[src/rtl/biquad_pkg.sv]
// Shared types and helpers for the cascaded biquad equaliser.
// Holds coefficient slot names, FSM state codes and the fixed-point round/saturate helper.
// Purely declarative; no logic of its own.
package biquad_pkg;

   // Coefficient slot order inside each band's bank; also the MAC tap order
   typedef enum logic [2:0] {
      C_B0 = 3'd0,
      C_B1 = 3'd1,
      C_B2 = 3'd2,
      C_A1 = 3'd3,
      C_A2 = 3'd4
   } coef_sel_e;

   localparam int NCOEF = 5;

   // FSM state codes
   typedef logic [2:0] state_t;
   localparam state_t S_IDLE   = 3'd0;
   localparam state_t S_MAC    = 3'd1;
   localparam state_t S_NORM   = 3'd2;
   localparam state_t S_OUT    = 3'd3;
   localparam state_t S_COMMIT = 3'd4;

   // Working width for the round/saturate helper; must exceed the accumulator width
   localparam int SAT_W = 64;

   // Identity coefficient (1.0) for a given number of fraction bits
   function automatic logic [31:0] coef_ident(input int frac);
      return 32'd1 << frac;
   endfunction

   // Round half up at the binary point, then clamp to the signed dw-bit range
   function automatic logic signed [SAT_W-1:0] sat_round(input logic signed [SAT_W-1:0] acc,
                                                         input int frac, input int dw);
      logic signed [SAT_W-1:0] r;
      logic signed [SAT_W-1:0] hi;
      logic signed [SAT_W-1:0] lo;
      r  = (acc + (64'sd1 <<< (frac - 1))) >>> frac;
      hi = (64'sd1 <<< (dw - 1)) - 64'sd1;
      lo = -(64'sd1 <<< (dw - 1));
      if (r > hi)
         return hi;
      else if (r < lo)
         return lo;
      else
         return r;
   endfunction

endpackage

[src/rtl/biquad_mac.sv]
// Signed coefficient x sample multiply-accumulate with clear and subtract controls.
// Latency: one cycle, the accumulator register is the output.
// No backpressure; accumulates only when i_en is high.
module biquad_mac #(
   parameter int DW   = 24,
   parameter int CW   = 18,
   parameter int ACCW = DW + CW + 4
) (
   input  logic                   i_clk,
   input  logic                   i_rst,
   input  logic                   i_en,
   input  logic                   i_clr,
   input  logic                   i_sub,
   input  logic signed [CW-1:0]   i_coef,
   input  logic signed [DW-1:0]   i_samp,
   output logic signed [ACCW-1:0] o_acc
);

   logic signed [CW+DW-1:0] prod;
   logic signed [ACCW-1:0]  prod_ext;
   logic signed [ACCW-1:0]  base;
   logic signed [ACCW-1:0]  acc_nxt;

   // Full-precision product, sign-extended to the accumulator width
   assign prod     = (CW+DW)'(i_coef) * (CW+DW)'(i_samp);
   assign prod_ext = ACCW'(prod);

   // Clear restarts the sum from zero; feedback taps subtract
   always_comb begin
      base    = i_clr ? '0 : o_acc;
      acc_nxt = i_sub ? (base - prod_ext) : (base + prod_ext);
   end

   // Accumulator register
   always_ff @(posedge i_clk) begin
      if (i_rst)
         o_acc <= '0;
      else if (i_en)
         o_acc <= acc_nxt;
   end

endmodule

[src/rtl/biquad_cascade.sv]
// N-band Direct Form I biquad cascade sharing one MAC, with shadow/active coefficient banks.
// Latency: 6 cycles per active band, 1 per bypassed band, plus 1 output cycle (25 at NBAND=4).
// o_ready drops from the cycle after accept until the cycle after o_valid (plus one if a commit is pending).
module biquad_cascade
   import biquad_pkg::*;
#(
   parameter int DW    = 24,
   parameter int CW    = 18,
   parameter int FRAC  = 15,
   parameter int NBAND = 4,
   parameter int ACCW  = DW + CW + 4
) (
   input  logic                                         i_clk,
   input  logic                                         i_rst,
   input  logic signed [DW-1:0]                         i_data,
   input  logic                                         i_valid,
   output logic                                         o_ready,
   input  logic [NBAND-1:0]                             i_bypass,
   output logic signed [DW-1:0]                         o_data,
   output logic                                         o_valid,
   input  logic                                         i_coef_we,
   input  logic [((NBAND > 1) ? $clog2(NBAND) : 1)-1:0] i_coef_band,
   input  logic [2:0]                                   i_coef_sel,
   input  logic signed [CW-1:0]                         i_coef_data,
   input  logic                                         i_coef_commit
);

   localparam int BW = (NBAND > 1) ? $clog2(NBAND) : 1;
   localparam logic signed [CW-1:0] COEF_ONE  = CW'(coef_ident(FRAC));
   localparam logic [BW-1:0]        LAST_BAND = BW'(NBAND - 1);

   state_t               state;
   logic [BW-1:0]        band;
   logic [BW-1:0]        nxt_band;
   logic [2:0]           tap;
   logic [NBAND-1:0]     byp;
   logic signed [DW-1:0] x_cur;
   logic                 pending;

   logic signed [CW-1:0] coef_sh  [NBAND][NCOEF];
   logic signed [CW-1:0] coef_act [NBAND][NCOEF];
   logic signed [DW-1:0] x1 [NBAND];
   logic signed [DW-1:0] x2 [NBAND];
   logic signed [DW-1:0] y1 [NBAND];
   logic signed [DW-1:0] y2 [NBAND];

   logic signed [CW-1:0]   mac_coef;
   logic signed [DW-1:0]   mac_samp;
   logic                   mac_en;
   logic                   mac_clr;
   logic                   mac_sub;
   logic signed [ACCW-1:0] mac_acc;
   logic signed [DW-1:0]   y_band;

   assign o_ready  = (state == S_IDLE) && !pending;
   assign nxt_band = band + 1'b1;
   assign mac_en   = (state == S_MAC);
   assign mac_clr  = (tap == 3'd0);
   assign mac_sub  = (tap >= 3'd3);

   // Select the coefficient and history operand for the current tap of the current band
   always_comb begin
      mac_coef = coef_act[band][C_B0];
      mac_samp = x_cur;
      case (tap)
         C_B0: begin mac_coef = coef_act[band][C_B0]; mac_samp = x_cur;    end
         C_B1: begin mac_coef = coef_act[band][C_B1]; mac_samp = x1[band]; end
         C_B2: begin mac_coef = coef_act[band][C_B2]; mac_samp = x2[band]; end
         C_A1: begin mac_coef = coef_act[band][C_A1]; mac_samp = y1[band]; end
         C_A2: begin mac_coef = coef_act[band][C_A2]; mac_samp = y2[band]; end
         default: begin mac_coef = '0; mac_samp = '0; end
      endcase
   end

   // Band output: rounded/saturated sum, or the untouched input when bypassed
   always_comb begin
      y_band = DW'(sat_round(SAT_W'(mac_acc), FRAC, DW));
      if (byp[band])
         y_band = x_cur;
   end

   biquad_mac #(
      .DW   (DW),
      .CW   (CW),
      .ACCW (ACCW)
   ) u_mac (
      .i_clk  (i_clk),
      .i_rst  (i_rst),
      .i_en   (mac_en),
      .i_clr  (mac_clr),
      .i_sub  (mac_sub),
      .i_coef (mac_coef),
      .i_samp (mac_samp),
      .o_acc  (mac_acc)
   );

   // Shadow bank takes writes any time; active bank only changes in COMMIT, between samples
   always_ff @(posedge i_clk) begin
      if (i_rst) begin
         for (int b = 0; b < NBAND; b++) begin
            for (int c = 0; c < NCOEF; c++) begin
               coef_sh[b][c]  <= (c == 0) ? COEF_ONE : '0;
               coef_act[b][c] <= (c == 0) ? COEF_ONE : '0;
            end
         end
      end else begin
         if (i_coef_we && (i_coef_sel <= C_A2) && (int'(i_coef_band) < NBAND))
            coef_sh[i_coef_band][i_coef_sel] <= i_coef_data;
         if (state == S_COMMIT)
            coef_act <= coef_sh;
      end
   end

   // Per-band delay lines advance once per sample, skipped for bypassed bands
   always_ff @(posedge i_clk) begin
      if (i_rst) begin
         for (int b = 0; b < NBAND; b++) begin
            x1[b] <= '0;
            x2[b] <= '0;
            y1[b] <= '0;
            y2[b] <= '0;
         end
      end else if ((state == S_NORM) && !byp[band]) begin
         x2[band] <= x1[band];
         x1[band] <= x_cur;
         y2[band] <= y1[band];
         y1[band] <= y_band;
      end
   end

   // Sequencer: accept, walk bands/taps, emit, and apply pending commits between samples
   always_ff @(posedge i_clk) begin
      if (i_rst) begin
         state   <= S_IDLE;
         band    <= '0;
         tap     <= '0;
         byp     <= '0;
         x_cur   <= '0;
         pending <= 1'b0;
         o_valid <= 1'b0;
         o_data  <= '0;
      end else begin
         o_valid <= 1'b0;
         // A request seen during COMMIT survives so a write landing there is not lost
         if (i_coef_commit)
            pending <= 1'b1;
         else if (state == S_COMMIT)
            pending <= 1'b0;

         case (state)
            S_IDLE: begin
               if (pending) begin
                  state <= S_COMMIT;
               end else if (i_valid) begin
                  x_cur <= i_data;
                  byp   <= i_bypass;
                  band  <= '0;
                  tap   <= '0;
                  state <= i_bypass[0] ? S_NORM : S_MAC;
               end
            end
            S_MAC: begin
               if (tap == 3'd4) begin
                  tap   <= '0;
                  state <= S_NORM;
               end else begin
                  tap <= tap + 3'd1;
               end
            end
            S_NORM: begin
               x_cur <= y_band;
               if (band == LAST_BAND) begin
                  o_data  <= y_band;
                  o_valid <= 1'b1;
                  state   <= S_OUT;
               end else begin
                  band  <= nxt_band;
                  state <= byp[nxt_band] ? S_NORM : S_MAC;
               end
            end
            S_OUT:    state <= pending ? S_COMMIT : S_IDLE;
            S_COMMIT: state <= S_IDLE;
            default:  state <= S_IDLE;
         endcase
      end
   end

endmodule

[config.mk]
export PLATFORM = sky130hd
export DESIGN_NAME = biquad_cascade
export DESIGN_NICKNAME = d
export VERILOG_FILES = /design/src/rtl/biquad_pkg.sv /design/src/rtl/biquad_mac.sv /design/src/rtl/biquad_cascade.sv
export SDC_FILE = /design/constraint.sdc
export NUM_CORES = 2
export LEC_CHECK = 0
export ABC_AREA = 1
export BUFFER_PORTS_ARGS = -buffer_cell sky130_fd_sc_hd__buf_2
export CAP_MARGIN = 20
export CORE_MARGIN = 4
export CORE_UTILIZATION = 50
export DETAILED_ROUTE_END_ITERATION = 10
export GPL_ROUTABILITY_DRIVEN = 0
export PLACE_DENSITY = 0.7
export SYNTH_ARGS = -nofsm -noshare
export SYNTH_HDL_FRONTEND = slang
export SYNTH_HIERARCHICAL = 1
export SYNTH_SLANG_ARGS = --single-unit
export TNS_END_PERCENT = 100
[constraint.sdc]
create_clock -name i_clk -period 15.36 [get_ports i_clk]
set_clock_uncertainty 0.1 [all_clocks]
set_input_delay 3.072 -clock i_clk [delete_from_list [all_inputs] [get_ports i_clk]]
set_output_delay 3.072 -clock i_clk [all_outputs]
set_load 0.01 [all_outputs]
* Yosys cells after proc, flatten, opt, wreduce, memory -nomap -nowiden
Memory sizes are Yosys's and may differ from the RTL's. A register that Yosys moved wholly into a read port is not among the register bits.
Cells that the tools add are included.
** Storage, ports and cells
- Bits in registers :: 828
- RAM bits :: 384
- Input port bits :: 56
- Output and inout port bits :: 26
- Logic and storage cells :: 178
- Memories kept :: 4
** Cells by class
- Add/sub/neg operators :: 5
- $mul :: 1
- $lt $le $gt $ge :: 11
- Equality and inequality tests :: 14
- Muxes and demuxes :: 66
- Bitwise gates (word level) :: 5
- Reduce and logical (&&, ||, !) cells :: 23
** Memory list
- x1 :: words 4, width 24, read ports 1, clocked after memory_dff 1, wr ports 4, RTL line biquad_cascade.sv:42 : logic signed [DW-1:0] x1 [NBAND];
- x2 :: words 4, width 24, read ports 1, clocked after memory_dff 1, wr ports 4, RTL line biquad_cascade.sv:43 : logic signed [DW-1:0] x2 [NBAND];
- y1 :: words 4, width 24, read ports 1, clocked after memory_dff 1, wr ports 4, RTL line biquad_cascade.sv:44 : logic signed [DW-1:0] y1 [NBAND];
- y2 :: words 4, width 24, read ports 1, clocked after memory_dff 1, wr ports 4, RTL line biquad_cascade.sv:45 : logic signed [DW-1:0] y2 [NBAND];
** Operators by type and width (number)
- 360-bit bitwise mux :: 1
- 90-bit 2-to-1 mux :: 3
- 24-bit 2-to-1 mux :: 9
- 90-bit binary-select mux with 2-bit select :: 1
- 90-bit demux with 2-bit select :: 1
- 24-bit one-hot mux with 5 select lines :: 1
- 24-bit OR reduction :: 4
- 46-bit 2-to-1 mux :: 2
- 18-bit one-hot mux with 5 select lines :: 1
- 18-bit demux with 3-bit select :: 1
- 24-bit one-hot mux with 2 select lines :: 1
- 46-bit by 16-bit adder with 47-bit output, second input constant :: 1
- 46-bit by 42-bit adder with 46-bit output :: 1
- 46-bit by 42-bit subtractor with 46-bit output :: 1
- 18-bit by 24-bit multiplier with 42-bit output :: 1
- 2-bit 2-to-1 mux :: 18
- 32-bit by 24-bit greater-than comparator with 1-bit output, second input constant :: 1
- 32-bit by 24-bit less-than comparator with 1-bit output, second input constant :: 1
- 3-bit 2-to-1 mux :: 7
- 18-bit 2-to-1 mux :: 1
- 1-bit 2-to-1 mux :: 14
- 3-bit by 2-bit equality test with 1-bit output, second input constant :: 4
- 3-bit one-hot mux with 4 select lines :: 1
- 3-bit AND reduction :: 3
- 28 further kinds :: 46

* Depth between registers and ports, before layout
- Depth after elaboration :: 9
- Gate-level depth with buffers :: 62
- Gate-level depth less buffers :: 59

* Hierarchy
The synthesis kept the hierarchy.
** By module, submodules not included
- biquad_cascade :: instances 1, cells each 6023, area an instance 48895.6 µm², seq. area each 27226.1 µm²
- biquad_mac :: instances 1, cells each 3386, area an instance 23217.3 µm², seq. area each 920.9 µm²

* Worst setup path after synthesis
No wires, ideal clock.
- Path kind :: reg-to-reg
- Start point :: register (tool-made name)
- End point :: register u_mac.o_acc[44]
- Setup time :: 0.117 ns
- Data arrival time :: 9.269 ns
- Required time :: 15.143 ns
- Path slack :: 5.874 ns
- Cell stages (with the launch flop) :: 55
- Buffers on the path :: 6
- Clock period less this slack :: 9.486 ns
- Cell sequence :: dfxtp_1 clkbuf_1 inv_1 clkbuf_1 clkbuf_1 buf_1 nand2_1 nand3_1 nand3_1 o2111ai_1 clkbuf_1 clkbuf_1 nand2_1 inv_1 fa_1 fa_1 ha_1 inv_1 (+19 left out) nand3_1 xnor2_1 nand2_1 o21ai_0 ha_1 nand2_1 nor2_1 inv_1 nor4_1 nand3_1 nand3_1 nand2_1 o211ai_1 nand2_1 nand2_1 o21ai_0 o221ai_1 inv_1
** RTL lines
- end signal, assigned :: RTL line biquad_mac.sv:39 : o_acc <= acc_nxt;
- end, declared :: RTL line biquad_mac.sv:16 : output logic signed [ACCW-1:0] o_acc

==> impl_metrics.toml <==
[final_layout]
final_util = 0.547
fill_cells = 13200
drive_gt1_frac = 0.0728
multi_input_area_um2 = 37400
layoutNonFillerInstCount = 11200
area_delta_synth_final_pct = 8.80
regArea_um2 = 28200
nNetsFinal = 9817
finalInstanceArea_um2 = 78500

[synthesis]
syn_nets = 10000
synth_xor_area_frac = 0.0145
netlist_instances = 9409
yosysTopAreaCellShare = 0.230
async_flop_share = 0
synthMuxAreaShare = 0
synth_flop_cell = "dfxtp_1"
synth.distinct_cells = 61
yosysSeqAreaShare = 0.390
synth-seq-cells = 1214
synth.avg_cell_area_um2 = 7.66
yosysTopAreaCell = "dfxtp_1"
synth_simple_gate_area_frac = 0.223
netlist_area_um2 = 72100
synth_fa_ha_area_frac = 0.146
ys_warn_count = 6
synth_area_leaders = "dfxtp_1 (23%), edfxtp_1 (16%), fa_1 (12%)"
synth_top_family_by_area = "simple AND/OR/NAND/NOR gates"
synth_compound_area_frac = 0.131
synth_edf_count = 384

[critical_path]
path_class = "flip-flop to flip-flop"
crit_slowest_cell = "buf_4"
endpoint_kind = "flip-flop"
timing.reg2reg.setup_slack_ns = 3.11
worstPathRequired_ns = 15.91
critPathMaxStageDelay_ns = 0.81
arrival_ns = 12.80
crit_fanout = 84
worst_setup_path_start_kind = "flip-flop"

[route]
dr_total_vias = 62700
drtIter0Drc = 6493
avgViaCountPerCell = 5.60
route.detailed.drc = 0
wl_per_cell_um = 20.1
wirelength_um = 225000
first_pass_iters = 8
ant_nets = 0

[grt]
grt_pass1_vias = 60800
grt_pass1_wl_um = 348000
grt-ovfl-total = 0
grt_max_degree = 254
gr-usage-all-layers = 0.293
antenna_found_initial = 6

[power]
power.density_nw_per_um2 = 243
leakagePower_nw = 35.0
p_switching_mw = 9.96
p_total_mw = 19.0
swShare = 0.523
p_int_mw = 9.09
pwr-share-comb = 0.632
ir_drop_mv = 0.227
seq_power_share = 0.197
pwr-share-clk = 0.171

[clocking]
cts_hold_buf = 0
path_clk_slew_ns = 0.06
clock-sinks = 1214
cts_buffers = 132
cts_tree = "built"
cts_resized = 0
clock_path_buffers = 3
htreeDepth = 4
clock_latency_ns = 0.78
root_buffer = "clkbuf_16"
cts_setup_buffers = 0

[flow_run]
maxCapViolCount = 0

[die]
die-area_um2 = 150000
fp.dieW_um = 388
die_h_um = 388
start_util = 0.503
core_area_um2 = 143000
rows = 139
io_pins = 82

[sta]
maxSlewHeadroom = 0.249
setup_viol_count_final = 0
hold_slack_ns = 0.341
fmax_mhz = 81.6
hold_viol = 0
finalCritPeriodShare = 0.798
drv_slew = 0
min_period_ns = 12.25
worst_pin_slew_ns = 1.13
setup_ws_ns = 3.11
rsz0062_at_grt = "no"
tns_ns = 0

[run_status]
status = "complete, no violations"

[worst_hold_path]
min_path_type = "flip-flop to flip-flop"

[place]
dp_slack_ns = 3.47
postPlaceCellArea_um2 = 73800
dp.cells = 10900
dp_hpwl_um = 147000
io_buffers = 81
==> logic make-up (layout without fill, tap and decap cells) <==
group,after synthesis,in the layout
and+or+nand+nor,3939,3939
adders and majority gates,584,584
DFF,1214,1214
xor gates and xnor gates,112,112
other,0,2
AOI/OAI and AO/OA,1771,1771
buffers and inverters,1789,1666
==> Yosys cell counts, types with 5 or more instances <==
cell type  number
a21o_1         10
a21oi_1       491
a21oi_2        21
a221oi_1       19
a31oi_1        16
a32o_1         25
buf_1          39
buf_2          11
clkbuf_1      505
clkinv_1       17
dfxtp_1       830
edfxtp_1      384
fa_1          426
ha_1          158
inv_1        1185
inv_2          21
nand2_1      1366
nand2_2        75
nand2_4        26
nand3_1       270
nand3_2        26
nand3b_1        9
nand4_1        30
nor2_1       2044
nor2_2         16
nor2_4         13
nor3_1         29
nor4_1         10
o2111ai_1      24
o211ai_1       14
o21a_1          5
o21ai_0      1051
o21bai_1        6
o22ai_1        72
or2_2           9
xnor2_1        29
xor2_1         77
==> placed cells by master (no fill, tap or decap), types with 18 or more instances in the layout <==
cell and instances:
nor2_2 23, a32o_1 25, nor3_1 28, nand2_1 1360, fa_1 426, nand4_1 30
nand3_2 26, clkbuf_8 23, clkbuf_1 35, buf_4 111, o21ai_0 1049, dfxtp_1 826
nor2_1 2034, xor2_1 77, nand2_2 75, clkinv_2 23, xnor2_1 29, inv_1 1182
a221oi_1 19, ha_1 158, a21oi_2 21, nand3_1 269, o22ai_1 72, clkbuf_16 132
inv_2 18, a21oi_1 491, clkinv_1 18, buf_2 80, edfxtp_1 384, nand2_4 32
==> worst paths after layout <==
check	cells after the start	end	from
setup / recovery	52	u_mac/o_acc[44]$_SDFFE_PP0P_	flip-flop
hold / removal	2	coef_act[322]$_SDFFE_PP0P_	coef_sh[322]$_SDFFE_PP0P_
setup reg to reg	52	u_mac/o_acc[44]$_SDFFE_PP0P_	flip-flop
hold reg to reg	2	coef_act[322]$_SDFFE_PP0P_	coef_sh[322]$_SDFFE_PP0P_
==> power groups by stage <==
stage / Combinational [mW] / Sequential, mW / Clock (mW)
global placement: 11.5 / 3.80 / 0
CTS: 11.8 / 3.74 / 3.30
detailed placement: 11.7 / 3.81 / 0
finish: 12.0 / 3.75 / 3.26
global route: 13.2 / 3.77 / 3.43
floorplan: 8.33 / 3.75 / 0
==> registers in the layout (all words and copies together) (netlist names), named ones only <==
signal       flops
state            3
x2              96
coef_sh        360
y2              96
o_valid          1
u_mac/o_acc     46
x_cur           24
pending          1
byp              4
coef_act       360
x1              96
y1              96
band             2
o_data          24
tap              3
==> worst max-delay path: cells and delay by family, from the launching register on <==
family / cells / cell delay [ns]
adders and majority gates: 8 / 4.13
buffers and inverters: 12 / 2.76
and+or+nand+nor: 23 / 3.02
DFF: 1 / 0.79
xor gates and xnor gates: 1 / 0.15
AOI/OAI and AO/OA: 8 / 1.01
==> cell type report <==
class	count	area share
Clock buffer	190	0.0478
Clock inverter	53	0.00912
Antenna cell	2	0.0000638
Timing Repair Buffer	200	0.0186
Tap cell	1903	0.0303
Inverter	1223	0.0589
Multi-Input combinational cell	6406	0.476
Sequential cell	1214	0.359
==> layer usage <==
metal  part of all wire  vias to the layer above  global-route usage
li1                   -                    29200                   -
met1               0.38                    29800               0.366
met2               0.46                     2960               0.474
met3              0.089                      698              0.0504
met4              0.070                        6               0.180
met5            0.00018                        -                   0
No activity file was read; power rests on OpenSTA's default activity.
